`config.mk`:
```
export PLATFORM = sky130hd
export DESIGN_NAME = fixed_point_divider
export DESIGN_NICKNAME = d
export VERILOG_FILES = /design/src/rtl/fixed_div_pkg.sv /design/src/rtl/fixed_point_divider.sv
export SDC_FILE = /design/constraint.sdc
export NUM_CORES = 1
export LEC_CHECK = 0
export ABC_AREA = 0
export BUFFER_PORTS_ARGS = -buffer_cell sky130_fd_sc_hd__buf_2
export CAP_MARGIN = 5
export CORE_UTILIZATION = 28
export DETAILED_ROUTE_END_ITERATION = 8
export GPL_ROUTABILITY_DRIVEN = 0
export PLACE_DENSITY_LB_ADDON = 0.1
export RECOVER_POWER = 25
export SLEW_MARGIN = 15
export SYNTH_ARGS = -nofsm -noshare
export SYNTH_HDL_FRONTEND = slang
export SYNTH_SLANG_ARGS = --single-unit
```
`constraint.sdc`:
```
create_clock -name clk -period 3.05 [get_ports clk]
set_input_delay 0.1525 -clock clk [delete_from_list [all_inputs] [get_ports clk]]
set_output_delay 0.1525 -clock clk [all_outputs]
set_load 0.02 [all_outputs]
```
`src/rtl/fixed_div_pkg.sv`:
```
// rtl/fixed_div_pkg.sv - Shared types and helpers for the fixed-point divider
//
// Contents:
//   div_state_t          - divider FSM states (IDLE, CALC, FIX, DONE)
//   div_latency()        - accept-edge to result-cycle latency for a configuration
//   DIV_LATENCY_DEFAULT  - latency for the default 16.16 configuration
//   abs_ext()            - magnitude of a sign-extended MAX_W-bit value
//   sat_max()/sat_min()  - most positive / most negative w-bit two's-complement patterns
package fixed_div_pkg;

    // Helpers work on a wide common width; callers size-cast the result.
    localparam int MAX_W = 64;

    typedef enum logic [1:0] {
        ST_IDLE = 2'd0,
        ST_CALC = 2'd1,
        ST_FIX  = 2'd2,
        ST_DONE = 2'd3
    } div_state_t;

    // One CALC cycle per quotient bit, plus FIX, then the DONE cycle carries the pulse.
    function automatic int div_latency(input int width, input int frac_bits);
        return width + frac_bits + 1;
    endfunction

    localparam int DIV_LATENCY_DEFAULT = div_latency(16, 16);

    function automatic logic [MAX_W-1:0] abs_ext(input logic signed [MAX_W-1:0] v);
        return v[MAX_W-1] ? unsigned'(-v) : unsigned'(v);
    endfunction

    function automatic logic [MAX_W-1:0] sat_max(input int w);
        return (MAX_W'(1) << (w - 1)) - MAX_W'(1);
    endfunction

    function automatic logic [MAX_W-1:0] sat_min(input int w);
        return MAX_W'(1) << (w - 1);
    endfunction

endpackage

```
`src/rtl/fixed_point_divider.sv`:
```
// rtl/fixed_point_divider.sv - Sequential signed fixed-point restoring divider
//
// Ports:
//   clk                     - rising-edge clock
//   rst_n                   - asynchronous active-low reset
//   s_axis_dividend_tdata   - signed dividend, WIDTH bits
//   s_axis_dividend_tvalid  - dividend valid
//   s_axis_divisor_tdata    - signed divisor, WIDTH bits
//   s_axis_divisor_tvalid   - divisor valid
//   m_axis_dout_tdata       - signed quotient Q(WIDTH).(FRAC_BITS), held until next result
//   m_axis_dout_tvalid      - one-cycle result pulse
//   m_axis_dout_tuser       - [0] divide-by-zero, [1] overflow
//
// No tready: a pair is taken only when IDLE with both valids high; anything
// presented while busy is simply ignored.
module fixed_point_divider
    import fixed_div_pkg::*;
#(
    parameter int WIDTH     = 16,
    parameter int FRAC_BITS = 16
) (
    input  logic                       clk,
    input  logic                       rst_n,
    input  logic [WIDTH-1:0]           s_axis_dividend_tdata,
    input  logic                       s_axis_dividend_tvalid,
    input  logic [WIDTH-1:0]           s_axis_divisor_tdata,
    input  logic                       s_axis_divisor_tvalid,
    output logic [WIDTH+FRAC_BITS-1:0] m_axis_dout_tdata,
    output logic                       m_axis_dout_tvalid,
    output logic [1:0]                 m_axis_dout_tuser
);

    localparam int RW    = WIDTH + FRAC_BITS;
    localparam int CNT_W = $clog2(RW + 1);

    div_state_t       state;
    logic             sign_q;
    logic             zero_q;
    logic [WIDTH:0]   b_abs_q;
    logic [WIDTH:0]   rem_q;
    logic [RW-1:0]    quo_q;
    logic [CNT_W-1:0] cnt_q;

    logic             accept;
    logic [WIDTH:0]   a_abs;
    logic [WIDTH:0]   b_abs;
    logic [WIDTH:0]   trial;
    logic             take;
    logic [RW-1:0]    quo_signed;
    logic [RW-1:0]    fix_data;
    logic [1:0]       fix_user;
    logic             unused_rem_msb;

    assign accept = (state == ST_IDLE) && s_axis_dividend_tvalid && s_axis_divisor_tvalid;

    // WIDTH+1-bit magnitudes so that -2^(WIDTH-1) is representable.
    assign a_abs = (WIDTH+1)'(abs_ext(MAX_W'(signed'(s_axis_dividend_tdata))));
    assign b_abs = (WIDTH+1)'(abs_ext(MAX_W'(signed'(s_axis_divisor_tdata))));

    // quo_q starts as the numerator |a|<<FRAC_BITS; its MSB feeds the remainder
    // while quotient bits enter at the LSB, so after RW shifts it holds the quotient.
    // For a nonzero divisor the remainder stays below |b| <= 2^(WIDTH-1), so its
    // top bit is never needed; with a zero divisor it overflows harmlessly and the
    // result is overridden in FIX anyway.
    assign trial          = {rem_q[WIDTH-1:0], quo_q[RW-1]};
    assign take           = (trial >= b_abs_q);
    assign unused_rem_msb = rem_q[WIDTH];

    always_comb begin
        quo_signed = sign_q ? (~quo_q + RW'(1)) : quo_q;
        fix_data   = quo_signed;
        fix_user   = 2'b00;
        if (zero_q) begin
            // With b == 0, sign_q is just the dividend's sign.
            fix_data = sign_q ? RW'(sat_min(RW)) : RW'(sat_max(RW));
            fix_user = 2'b01;
        end else if (!sign_q && quo_q[RW-1]) begin
            // Only -2^(WIDTH-1) / -1 yields a positive magnitude of 2^(RW-1).
            fix_data = RW'(sat_max(RW));
            fix_user = 2'b10;
        end
    end

    always_ff @(posedge clk or negedge rst_n) begin
        if (!rst_n) begin
            state              <= ST_IDLE;
            sign_q             <= 1'b0;
            zero_q             <= 1'b0;
            b_abs_q            <= '0;
            rem_q              <= '0;
            quo_q              <= '0;
            cnt_q              <= '0;
            m_axis_dout_tdata  <= '0;
            m_axis_dout_tvalid <= 1'b0;
            m_axis_dout_tuser  <= 2'b00;
        end else begin
            unique case (state)
                ST_IDLE: begin
                    if (accept) begin
                        sign_q  <= s_axis_dividend_tdata[WIDTH-1] ^ s_axis_divisor_tdata[WIDTH-1];
                        zero_q  <= (s_axis_divisor_tdata == '0);
                        b_abs_q <= b_abs;
                        rem_q   <= '0;
                        quo_q   <= RW'(a_abs) << FRAC_BITS;
                        cnt_q   <= '0;
                        state   <= ST_CALC;
                    end
                end
                ST_CALC: begin
                    rem_q <= take ? (trial - b_abs_q) : trial;
                    quo_q <= {quo_q[RW-2:0], take};
                    cnt_q <= cnt_q + CNT_W'(1);
                    if (cnt_q == CNT_W'(RW - 1)) begin
                        state <= ST_FIX;
                    end
                end
                ST_FIX: begin
                    m_axis_dout_tdata  <= fix_data;
                    m_axis_dout_tuser  <= fix_user;
                    m_axis_dout_tvalid <= 1'b1;
                    state              <= ST_DONE;
                end
                ST_DONE: begin
                    m_axis_dout_tvalid <= 1'b0;
                    state              <= ST_IDLE;
                end
                default: begin
                    state <= ST_IDLE;
                end
            endcase
        end
    end

endmodule

```
==> summary.txt, run 1 <==
Run status
  – Outcome: complete, but fails checks
  – Violations in the final reports: max-capacitance violations, max-slew violations

Global routing
  – Pin count of the biggest net entering global routing: 65
  – Number of antenna violations at the first check in global routing: 0
  – Number of global-route vias before repair: 5799
  – Wire length of the first global-routing pass: 31500 µm
  – Total global routing track utilization: 15.6%
  – GRT Residual Overflow: 0

Power and ir drop
  – Sequential group share of total power: 27.8%
  – IR drop worst, VDD: 417 µV
  – Portion of total power attributed to combinational logic: 58.4%
  – Internal Power: 0.00493 W
  – Net switching component of the power: 0.00461 W
  – Part of the total power dissipated in the clock network: 13.8%
  – Leakage power total: 3.56 nW
  – Switching Fraction: 48.3%
  – Power density of the placed cells: 1200 nW/µm²

Worst setup path
  – Maximum fanout along the worst path: 5
  – List of cells traversed by the critical path: ha_1 > a21o_1 > a21oi_2 > or3b_1 > o21ai_2 > mux2_2 > a2111oi_0 > o21ai_1
  – Arrival time of the worst setup path: 2880 ps
  – Delay of the slowest cell on the worst path: 400 ps
  – Library cell contributing the largest single delay on the critical path: sky130_fd_sc_hd__dfrtp_1
  – Cell type group with the largest total delay on the critical path: compound AO/OA/AOI/OAI gates
  – Data required, critical path: 3280 ps
  – Category of the worst setup path capture point: flop
  – Number of cells on the critical path: 8
  – Crit path buffers/inverters: 0
  – Worst Path Class, Setup: flop to flop
  – Startpoint type of the worst setup path: flop
  – R2R cell count: 8

Floorplanning
  – Vertical die dimension: 159 µm
  – Effective utilization at floorplan: 29.0%
  – Width of the die: 159 µm
  – Std cell rows: 56
  – Area of the placeable core: 23800 µm²
  – # IOs: 71
  – Overall die area: 25200 µm²

Logic synthesis
  – Flip-flop cell with the highest count after synthesis: sky130_fd_sc_hd__dfrtp_1
  – Post-Synthesis Cells: 805
  – Number of different library cells in the post-synthesis netlist: 67
  – Share of the synthesized area in the top cell type: 40.0%
  – Average size of a mapped cell: 8.55 µm²
  – Ranking of synthesized cells by area: sky130_fd_sc_hd__dfrtp_1 40%, sky130_fd_sc_hd__o21ai_0 5.5%, sky130_fd_sc_hd__nand2_1 4.7%
  – Warning count from the yosys run: 0
  – Share of synthesized flip-flops with an asynchronous set or reset: 100%
  – Net count of the mapped netlist: 867
  – Netlist area before placement: 6880 µm²
  – Sequential element share of the synthesized area: 40.0%
  – Number of enable-type register cells in the synthesized netlist: 0
  – Library cell occupying the most area in the post-synthesis netlist: sky130_fd_sc_hd__dfrtp_1
  – Post-synthesis sequential element count: 110

Hold path
  – Hold Crit Class: input pin to flop
  – Hold Path Depth: 3

Routing
  – # DRC: 0
  – Aggregate routed wire length: 19200 µm
  – Initial DRT Pass Iterations: 5
  – Violation count after the first detailed-route iteration: 337
  – Count of vias placed by the detailed router: 5944
  – Detailed-route vias per instance: 5.00
  – Number of nets with antenna violations after routing: 0
  – Wire length per cell: 16.1 µm

Final layout
  – Most frequent standard cell in the layout excluding fill and tap cells: sky130_fd_sc_hd__dfrtp_1
  – Area delta synth->final: 15.8%
  – Diodes inserted: 0
  – Utilization after layout: 33.5%
  – Highest-count cells in the layout ignoring fill and taps: 110 x sky130_fd_sc_hd__dfrtp_1, 86 x sky130_fd_sc_hd__nand2_1, 75 x sky130_fd_sc_hd__o21ai_0, 69 x sky130_fd_sc_hd__buf_2
  – Ratio of cells with drive above 1 in the final layout: 14.5%
  – Final Net Count: 927
  – Final cell count without fillers: 1189

STA
  – Final hold viol count: 0
  – Transition time at the pin with the least slew margin: 1660 ps
  – # setup viols final: 0
  – Fin Hold WS: 75.7 ps
  – RSZ-0062 raised after global routing: no
  – Post-layout worst setup margin: 396 ps
  – Total Neg Setup Slack: 0 ps
  – Clk_skew: 11.2 ps
  – Post-layout min period: 2650 ps
  – Worst relative slew slack: -11.0%
  – Count of final max-slew check failures: 65
  – Maximum clock frequency: 377 MHz
  – Final critical-path share of the clock period: 87.0%

Place
  – Pre-CTS WS: 364 ps
  – Count of placed standard cells including taps: 1172
  – Half-perimeter wire length after detailed placement: 14200 µm
  – Port Buffer Count: 70

Clocking
  – H-tree levels: 3
  – Clock buffers created by TritonCTS: 9
  – Clock Tree Buf Depth: 2
  – Post-CTS Resized: 0
  – Clock sink total: 110
  – Post-CTS Setup Inserts: 0
  – Clock tree root driver cell: sky130_fd_sc_hd__clkbuf_16
  – CTS tree: yes
  – Clock slew at the register clock pins of the worst setup and hold paths: 80 ps
  – Insertion delay of the later-clocked pin in the worst-skew pair: 360 ps

Flow run
  – Maxcap violations: 1
state kept, by name, indices dropped and copies added, names as in the netlist:
register and count:
b_abs_q 17, cnt_q 6, m_axis_dout_tdata 32, m_axis_dout_tuser 2, m_axis_dout_tvalid 1, quo_q 32
rem_q 16, sign_q 1, state 2, zero_q 1
metal layers:
layer	vias up	track usage (%)	part of all wire, %
li1	3001	-	-
met2	102	24.1	45
met5	-	0	0
met3	16	2.38	3.1
met4	0	4.06	1.3
met1	2825	22.4	51
path summary, 6_finish.rpt:
check	to	slack, ps	from
setup / recovery	rem_q[15]$_DFFE_PN0P_	400	rem_q[10]$_DFFE_PN0P_
hold / removal	b_abs_q[0]$_DFFE_PN0P_	80	s_axis_divisor_tdata[0]
setup reg to reg	rem_q[15]$_DFFE_PN0P_	400	rem_q[10]$_DFFE_PN0P_
hold reg to reg	b_abs_q[3]$_DFFE_PN0P_	480	b_abs_q[3]$_DFFE_PN0P_
max in group asynchronous	rem_q[12]$_DFFE_PN0P_	650	rst_n
min in group asynchronous	m_axis_dout_tdata[18]$_DFFE_PN0P_	330	rst_n
repair_timing:
action | 4_1_cts | 5_1_grt
endpoints found under the setup margin | 0 | 0
endpoints found under the hold margin | 75 | 0
hold buffers | 1 | 0
worst reg2reg max path: cells and delay by family (launching register included):
family,cells,cell delay (ps)
simple gates,1,380
flops,1,400
compound gates,5,1040
mux,1,370
fa+ha+maj,1,340
kinds of logic after synthesis:
| kind of cell | share of synthesized area, % |
|---|---|
| AND/OR/NAND/NOR | 17.6 |
| multiplexers | 1.22 |
| flip-flops | 40.0 |
| XOR/XNOR | 5.60 |
| AO/OA/AOI/OAI | 24.5 |
| buffers and inverters | 6.26 |
| adder cells (fa/ha/maj) | 4.84 |
Yosys cell counts (all sizes together) (13+ instances only):
library cell and number:
nand2 86, nor2 55, xnor2 16, xor2 28
dfrtp 110, o221ai 17, ha 25, nand3 35
nor3 13, inv 63, a21oi 65, o21ai 77
clkbuf 33
power groups by stage:
| stage | Sequential (W) | Combinational [W] | Clock [W] |
|---|---|---|---|
| finish | 0.00265 | 0.00558 | 0.00132 |
| global route | 0.00275 | 0.00630 | 0.00140 |
| CTS | 0.00266 | 0.00565 | 0.00136 |
| detailed placement | 0.00268 | 0.00563 | 0 |
| global placement | 0.00268 | 0.00564 | 0 |
| floorplan | 0.00276 | 0.00387 | 0 |
cell type report:
type | instances | area, µm²
Clock buffer | 10 | 229
Clock inverter | 6 | 92.6
Fill cell | 2529 | 15800
Inverter | 65 | 244
Multi-Input combinational cell | 585 | 3700
Sequential cell | 110 | 2750
Tap cell | 319 | 399
Timing Repair Buffer | 94 | 542
per-stage QoR:
stage	cell area [µm²]	total power [W]
6_report	7960	0.00955
5_1_grt	7960	0.0105
4_1_cts	7980	0.00966
3_5_place_dp	7650	0.00831
3_3_place_gp	7650	0.00832
2_1_floorplan	6880	0.00662
No activity file was read; power rests on OpenSTA's default activity.
==> inputs of run 2 (changes only) <==
Settings changed: BUFFER_PORTS_ARGS -buffer_cell sky130_fd_sc_hd__buf_2 to not set, DONT_BUFFER_PORTS set to 1.
==> run 2 against run 1 <==
  * The run ends with negative hold slack, max-capacitance violations, max-slew violations left
  * Routed wire length grew 2.1%
  * First-iteration DRC count grew 20%
  * Non-clock buffer count shrank 68
  * Die area is the same
  * Register-to-register slack lost 80 ps
  * Cell count shrank 5.7%
  * Global-route usage grew 0.46 points
  * Sequential share of layout area grew 1.4 points
  * Critical path type unchanged
  * Largest power group unchanged
==> summary.txt, run 2 (synthesis gave the netlist of run 1 again) <==
Run status
  – Outcome: complete, but fails checks
  – Violations in the final reports: negative hold slack, max-capacitance violations, max-slew violations

Place
  – Cell area reported after detailed placement: 7220 µm²
  – Pre-CTS WS: 352 ps
  – Port Buffer Count: 0
  – Half-perimeter wire length after detailed placement: 13800 µm

Final layout
  – Finished Cell Area: 7650 µm²
  – Largest registers in the final layout: m_axis_dout_tdata: 32 flops, quo_q: 32 flops, b_abs_q: 17 flops
  – Most frequent standard cell in the layout excluding fill and tap cells: sky130_fd_sc_hd__dfrtp_1
  – Final Net Count: 859
  – Ratio of cells with drive above 1 in the final layout: 5.99%
  – Diodes inserted: 0
  – Highest-count cells in the layout ignoring fill and taps: 110 x sky130_fd_sc_hd__dfrtp_1, 86 x sky130_fd_sc_hd__nand2_1, 75 x sky130_fd_sc_hd__o21ai_0, 63 x sky130_fd_sc_hd__inv_1, 63 x sky130_fd_sc_hd__a21oi_1
  – Area delta synth->final: 11.3%

Routing
  – Count of vias placed by the detailed router: 5825
  – Number of nets with antenna violations after routing: 0
  – Initial DRT Pass Iterations: 4
  – Wire length per cell: 17.5 µm
  – # DRC: 0
  – Detailed-route vias per instance: 5.20
  – Violation count after the first detailed-route iteration: 404
  – Aggregate routed wire length: 19600 µm

Clocking
  – Post-CTS Resized: 0
  – H-tree levels: 3
  – Clock slew at the register clock pins of the worst setup and hold paths: 80 ps
  – Clock tree root driver cell: sky130_fd_sc_hd__clkbuf_16
  – Clock buffers created by TritonCTS: 9
  – Clock sink total: 110
  – Clock Tree Buf Depth: 2
  – CTS tree: yes
  – Insertion delay of the later-clocked pin in the worst-skew pair: 360 ps

Worst setup path
  – Library cell contributing the largest single delay on the critical path: sky130_fd_sc_hd__dfrtp_1
  – Worst Path Class, Setup: flop to flop
  – Cell type group with the largest total delay on the critical path: compound AO/OA/AOI/OAI gates
  – Arrival time of the worst setup path: 2970 ps
  – Data required, critical path: 3280 ps
  – Startpoint type of the worst setup path: flop
  – Delay of the slowest cell on the worst path: 410 ps
  – Category of the worst setup path capture point: flop
  – List of cells traversed by the critical path: ha_1 > a21o_1 > a21oi_2 > or3b_1 > o21ai_2 > mux2_2 > a2111oi_0 > o21ai_1
  – Maximum fanout along the worst path: 5
  – Crit path buffers/inverters: 0

STA
  – # setup viols final: 0
  – Clk_skew: 8.96 ps
  – Final critical-path share of the clock period: 89.6%
  – Fin Hold WS: -1.09 ps
  – Worst relative slew slack: -7.67%
  – RSZ-0062 raised after global routing: no
  – Transition time at the pin with the least slew margin: 1620 ps
  – Post-layout worst setup margin: 317 ps
  – Maximum clock frequency: 366 MHz
  – Count of final max-slew check failures: 111
  – Total Neg Setup Slack: 0 ps
  – Post-layout min period: 2730 ps
  – Final hold viol count: 1

Floorplanning
  – Overall die area: 25200 µm²
  – Width of the die: 159 µm
  – Effective utilization at floorplan: 29.0%
  – Vertical die dimension: 159 µm
  – # IOs: 71
  – Area of the placeable core: 23800 µm²
  – Std cell rows: 56

Global routing
  – Total global routing track utilization: 16.0%
  – GRT Residual Overflow: 0
  – Number of antenna violations at the first check in global routing: 0
  – Wire length of the first global-routing pass: 32500 µm
  – Number of global-route vias before repair: 5933
  – Pin count of the biggest net entering global routing: 111

Power and ir drop
  – Power density of the placed cells: 1220 nW/µm²
  – IR drop worst, VDD: 367 µV
  – Leakage power total: 3.28 nW

Flow run
  – Maxcap violations: 1

Hold path
  – Hold Crit Class: input pin to flop
## run 2: changes by cell type in the layout (fill, tap and decap cells not counted)
cell / change
sky130_fd_sc_hd__buf_4: -7
sky130_fd_sc_hd__buf_2: -69
sky130_fd_sc_hd__clkbuf_2: -1
sky130_fd_sc_hd__clkbuf_8: +1
sky130_fd_sc_hd__o21a_1: +1
sky130_fd_sc_hd__o21a_2: -1
sky130_fd_sc_hd__clkbuf_4: +1
sky130_fd_sc_hd__clkinv_2: -1
sky130_fd_sc_hd__clkinv_4: +1
sky130_fd_sc_hd__inv_8: -1
sky130_fd_sc_hd__clkinvlp_4: -1
sky130_fd_sc_hd__dlygate4sd3_1: +9
## run 2: through the flow
| stage | hold slack, ps | power, W | instances | utilization (%) |
|---|---|---|---|---|
| 6_report | -1.09 | 0.00931 | 1121 | 32.2 |
| 5_1_grt | 14.2 | 0.0102 | 1121 | 32.2 |
| 4_1_cts | 0.135 | 0.00940 | 1121 | 32.3 |
| 3_5_place_dp | -139 | 0.00797 | 1094 | 30.4 |
| 3_3_place_gp | -140 | 0.00792 | 1094 | 30.4 |
| 2_1_floorplan | -143 | 0.00662 | 805 | - |
## run 2: final timing paths
check	startpoint	end	slack, ps	cells after the start
setup / recovery	rem_q[10]$_DFFE_PN0P_	rem_q[15]$_DFFE_PN0P_	320	8
hold / removal	s_axis_divisor_tdata[14]	b_abs_q[14]$_DFFE_PN0P_	-1	2
setup reg to reg	rem_q[10]$_DFFE_PN0P_	rem_q[15]$_DFFE_PN0P_	320	8
hold reg to reg	b_abs_q[15]$_DFFE_PN0P_	b_abs_q[15]$_DFFE_PN0P_	480	2
max in group asynchronous	rst_n	m_axis_dout_tdata[10]$_DFFE_PN0P_	1240	2
min in group asynchronous	rst_n	m_axis_dout_tdata[27]$_DFFE_PN0P_	700	2
## run 2: area by class of cell
| cell class | instances | area [µm²] |
|---|---|---|
| clock buffer | 12 | 246 |
| clock inverter | 4 | 77.6 |
| fill | 2535 | 16100 |
| inverter | 65 | 244 |
| multi-input combinational | 585 | 3700 |
| sequential | 110 | 2750 |
| tap | 319 | 399 |
| timing repair buffer | 26 | 233 |
## run 2: worst register-to-register path: stages, from the launching register on
cell                        delay (ps)
sky130_fd_sc_hd__dfrtp_1           410
sky130_fd_sc_hd__ha_1              340
sky130_fd_sc_hd__a21o_1            210
sky130_fd_sc_hd__a21oi_2           210
sky130_fd_sc_hd__or3b_1            380
sky130_fd_sc_hd__o21ai_2           230
sky130_fd_sc_hd__mux2_2            360
sky130_fd_sc_hd__a2111oi_0         340
sky130_fd_sc_hd__o21ai_1           120
## run 2: timing repair
item,CTS,global route
hold buffers,11,0
endpoints found under the hold margin,119,0
setup buffers,0,0
## run 2: layer usage
metal	part of all wire [%]	up-vias	global-route usage, %
met3	3.4	23	2.59
met2	45	110	24.7
met1	49	2830	22.8
met5	0	-	0
met4	1.9	0	4.99
li1	-	2862	-
## run 2: power by group
| group | switching [W] | total, W | internal [W] |
|---|---|---|---|
| Sequential | 0.000929 | 0.00300 | 0.00208 |
| Clock | 0.000583 | 0.00133 | 0.000750 |
| Combinational | 0.00306 | 0.00497 | 0.00191 |
==> inputs of run 3 (changes only) <==
--- a/config.mk
+++ b/config.mk
@@ -12,4 +12,5 @@
 export DONT_BUFFER_PORTS = 1
 export GPL_ROUTABILITY_DRIVEN = 0
+export HOLD_SLACK_MARGIN = 0.03
 export PLACE_DENSITY_LB_ADDON = 0.1
 export RECOVER_POWER = 25
==> constraint.sdc (replaced) <==
create_clock -name clk -period 3.05 [get_ports clk]
set_input_delay 0.4575 -clock clk [delete_from_list [all_inputs] [get_ports clk]]
set_output_delay 0.4575 -clock clk [all_outputs]
set_load 0.02 [all_outputs]
==> run 3 against run 2 <==
  * Clock skew up 1.2 ps
  * Cell count down 0.89%
  * Utilization down 0.42 points
  * The run ends with max-capacitance violations, max-slew violations left
==> summary.txt, run 3 (synthesis gave the netlist of run 1 again) <==
Floorplanning
  – Area of the placeable core: 23800 µm²
  – Std cell rows: 56
  – Effective utilization at floorplan: 29.0%
  – Width of the die: 159 µm
  – # IOs: 71
  – Vertical die dimension: 159 µm
  – Overall die area: 25200 µm²

Worst setup path
  – Category of the worst setup path capture point: flop
  – R2R cell count: 8
  – Maximum fanout along the worst path: 5
  – Data required, critical path: 3280 ps
  – Library cell contributing the largest single delay on the critical path: sky130_fd_sc_hd__dfrtp_1
  – Delay of the slowest cell on the worst path: 410 ps
  – Crit path buffers/inverters: 0
  – Arrival time of the worst setup path: 2970 ps
  – Worst Path Class, Setup: flop to flop
  – Cell type group with the largest total delay on the critical path: compound AO/OA/AOI/OAI gates
  – Number of cells on the critical path: 8
  – List of cells traversed by the critical path: ha_1 > a21o_1 > a21oi_2 > or3b_1 > o21ai_2 > mux2_2 > a2111oi_0 > o21ai_1
  – Startpoint type of the worst setup path: flop

Final layout
  – Final Net Count: 849
  – Filler cells: 2541
  – Area delta synth->final: 9.82%
  – Highest-count cells in the layout ignoring fill and taps: 110 x sky130_fd_sc_hd__dfrtp_1, 86 x sky130_fd_sc_hd__nand2_1, 75 x sky130_fd_sc_hd__o21ai_0, 63 x sky130_fd_sc_hd__inv_1, 63 x sky130_fd_sc_hd__a21oi_1
  – Most frequent standard cell in the layout excluding fill and tap cells: sky130_fd_sc_hd__dfrtp_1
  – Largest registers in the final layout: m_axis_dout_tdata: 32 flops, quo_q: 32 flops, b_abs_q: 17 flops
  – Diodes inserted: 0
  – Ratio of cells with drive above 1 in the final layout: 6.06%

Place
  – Half-perimeter wire length after detailed placement: 13800 µm
  – Pre-CTS WS: 352 ps
  – Port Buffer Count: 0

Routing
  – Number of nets with antenna violations after routing: 0
  – Initial DRT Pass Iterations: 4
  – Detailed-route vias per instance: 5.21
  – Violation count after the first detailed-route iteration: 389
  – # DRC: 0
  – Count of vias placed by the detailed router: 5793
  – Wire length per cell: 17.5 µm
  – Aggregate routed wire length: 19400 µm

Global routing
  – Number of global-route vias before repair: 5878
  – Pin count of the biggest net entering global routing: 111
  – Total global routing track utilization: 16.0%
  – Number of antenna violations at the first check in global routing: 0
  – GRT Residual Overflow: 0
  – Wire length of the first global-routing pass: 32300 µm

STA
  – Final critical-path share of the clock period: 89.9%
  – Post-layout worst setup margin: 308 ps
  – Maximum clock frequency: 365 MHz
  – Total Neg Setup Slack: 0 ps
  – Transition time at the pin with the least slew margin: 1610 ps
  – RSZ-0062 raised after global routing: no
  – Final hold viol count: 0
  – Post-layout min period: 2740 ps
  – # setup viols final: 0
  – Count of final max-slew check failures: 111
  – Worst relative slew slack: -7.62%
  – Clk_skew: 10.1 ps
  – Fin Hold WS: 185 ps

Clocking
  – Clock buffers created by TritonCTS: 9
  – H-tree levels: 3
  – Post-CTS Resized: 0
  – Clock Tree Buf Depth: 2
  – CTS tree: yes
  – Insertion delay of the later-clocked pin in the worst-skew pair: 360 ps
  – Clock tree root driver cell: sky130_fd_sc_hd__clkbuf_16
  – Clock slew at the register clock pins of the worst setup and hold paths: 80 ps
  – Clock sink total: 110

Power and ir drop
  – IR drop worst, VDD: 365 µV
  – Overall power consumption: 0.00930 W
  – Leakage power total: 3.24 nW
  – Power density of the placed cells: 1230 nW/µm²

Hold path
  – Hold Crit Class: input pin to flop
  – Hold Path Depth: 1

Run status
  – Violations in the final reports: max-capacitance violations, max-slew violations
  – Outcome: complete, but fails checks

Flow run
  – Maxcap violations: 1
[run 3: worst paths after layout]
path,from,end,slack (ps)
worst min register to register,b_abs_q[15]$_DFFE_PN0P_,b_abs_q[15]$_DFFE_PN0P_,480
min in group asynchronous,rst_n,m_axis_dout_tdata[27]$_DFFE_PN0P_,450
worst min-delay path,s_axis_divisor_tdata[15],zero_q$_DFFE_PN0P_,180
worst max register to register,rem_q[10]$_DFFE_PN0P_,rem_q[15]$_DFFE_PN0P_,310
worst max-delay path,rem_q[10]$_DFFE_PN0P_,rem_q[15]$_DFFE_PN0P_,310
max in group asynchronous,rst_n,m_axis_dout_tdata[10]$_DFFE_PN0P_,1490
[run 3: power breakdown]
part / total [W] / leakage [nW] / switching [W] / internal (W)
registers: 0.00300 / 1.39 / 0.000927 / 0.00208
clock network: 0.00133 / 0.157 / 0.000584 / 0.000750
logic: 0.00497 / 1.69 / 0.00306 / 0.00190
total: 0.00930 / 3.24 / 0.00457 / 0.00473
[run 3: layout make-up]
| type | instances | area [µm²] | share of cell area [%] |
|---|---|---|---|
| timing repair buffer | 16 | 133 | 1.76 |
| clock buffer | 12 | 246 | 3.26 |
| tap | 319 | 399 | 5.28 |
| multi-input combinational | 585 | 3700 | 49.0 |
| inverter | 65 | 244 | 3.23 |
| sequential | 110 | 2750 | 36.4 |
| clock inverter | 4 | 77.6 | 1.03 |
[run 3: what timing repair did]
item / CTS / global route
hold endpoints to repair: 110 / 0
buffers inserted: 0 / 0
hold buffers: 1 / 0
[run 3: per-stage QoR]
step	utilization [%]	instance area (µm²)	instances
floorplan	-	6880	805
global placement	30.4	7220	1094
detailed placement	30.4	7220	1094
CTS	31.9	7570	1111
global route	31.8	7550	1111
finish	31.8	7550	1111
[run 3: per-layer routing]
metal  vias up  track usage [%]  part of all wire (%)
li1       2839                -                     -
met1      2823             22.7                    49
met2       112             24.6                    45
met3        19             2.53                   3.6
met4         0             4.85                   1.8
met5         -                0                     0
[run 3: worst reg2reg max path, stage by stage, from the launching register on]
cell	delay, ps
sky130_fd_sc_hd__dfrtp_1	410
sky130_fd_sc_hd__ha_1	340
sky130_fd_sc_hd__a21o_1	210
sky130_fd_sc_hd__a21oi_2	220
sky130_fd_sc_hd__or3b_1	380
sky130_fd_sc_hd__o21ai_2	230
sky130_fd_sc_hd__mux2_2	360
sky130_fd_sc_hd__a2111oi_0	350
sky130_fd_sc_hd__o21ai_1	120
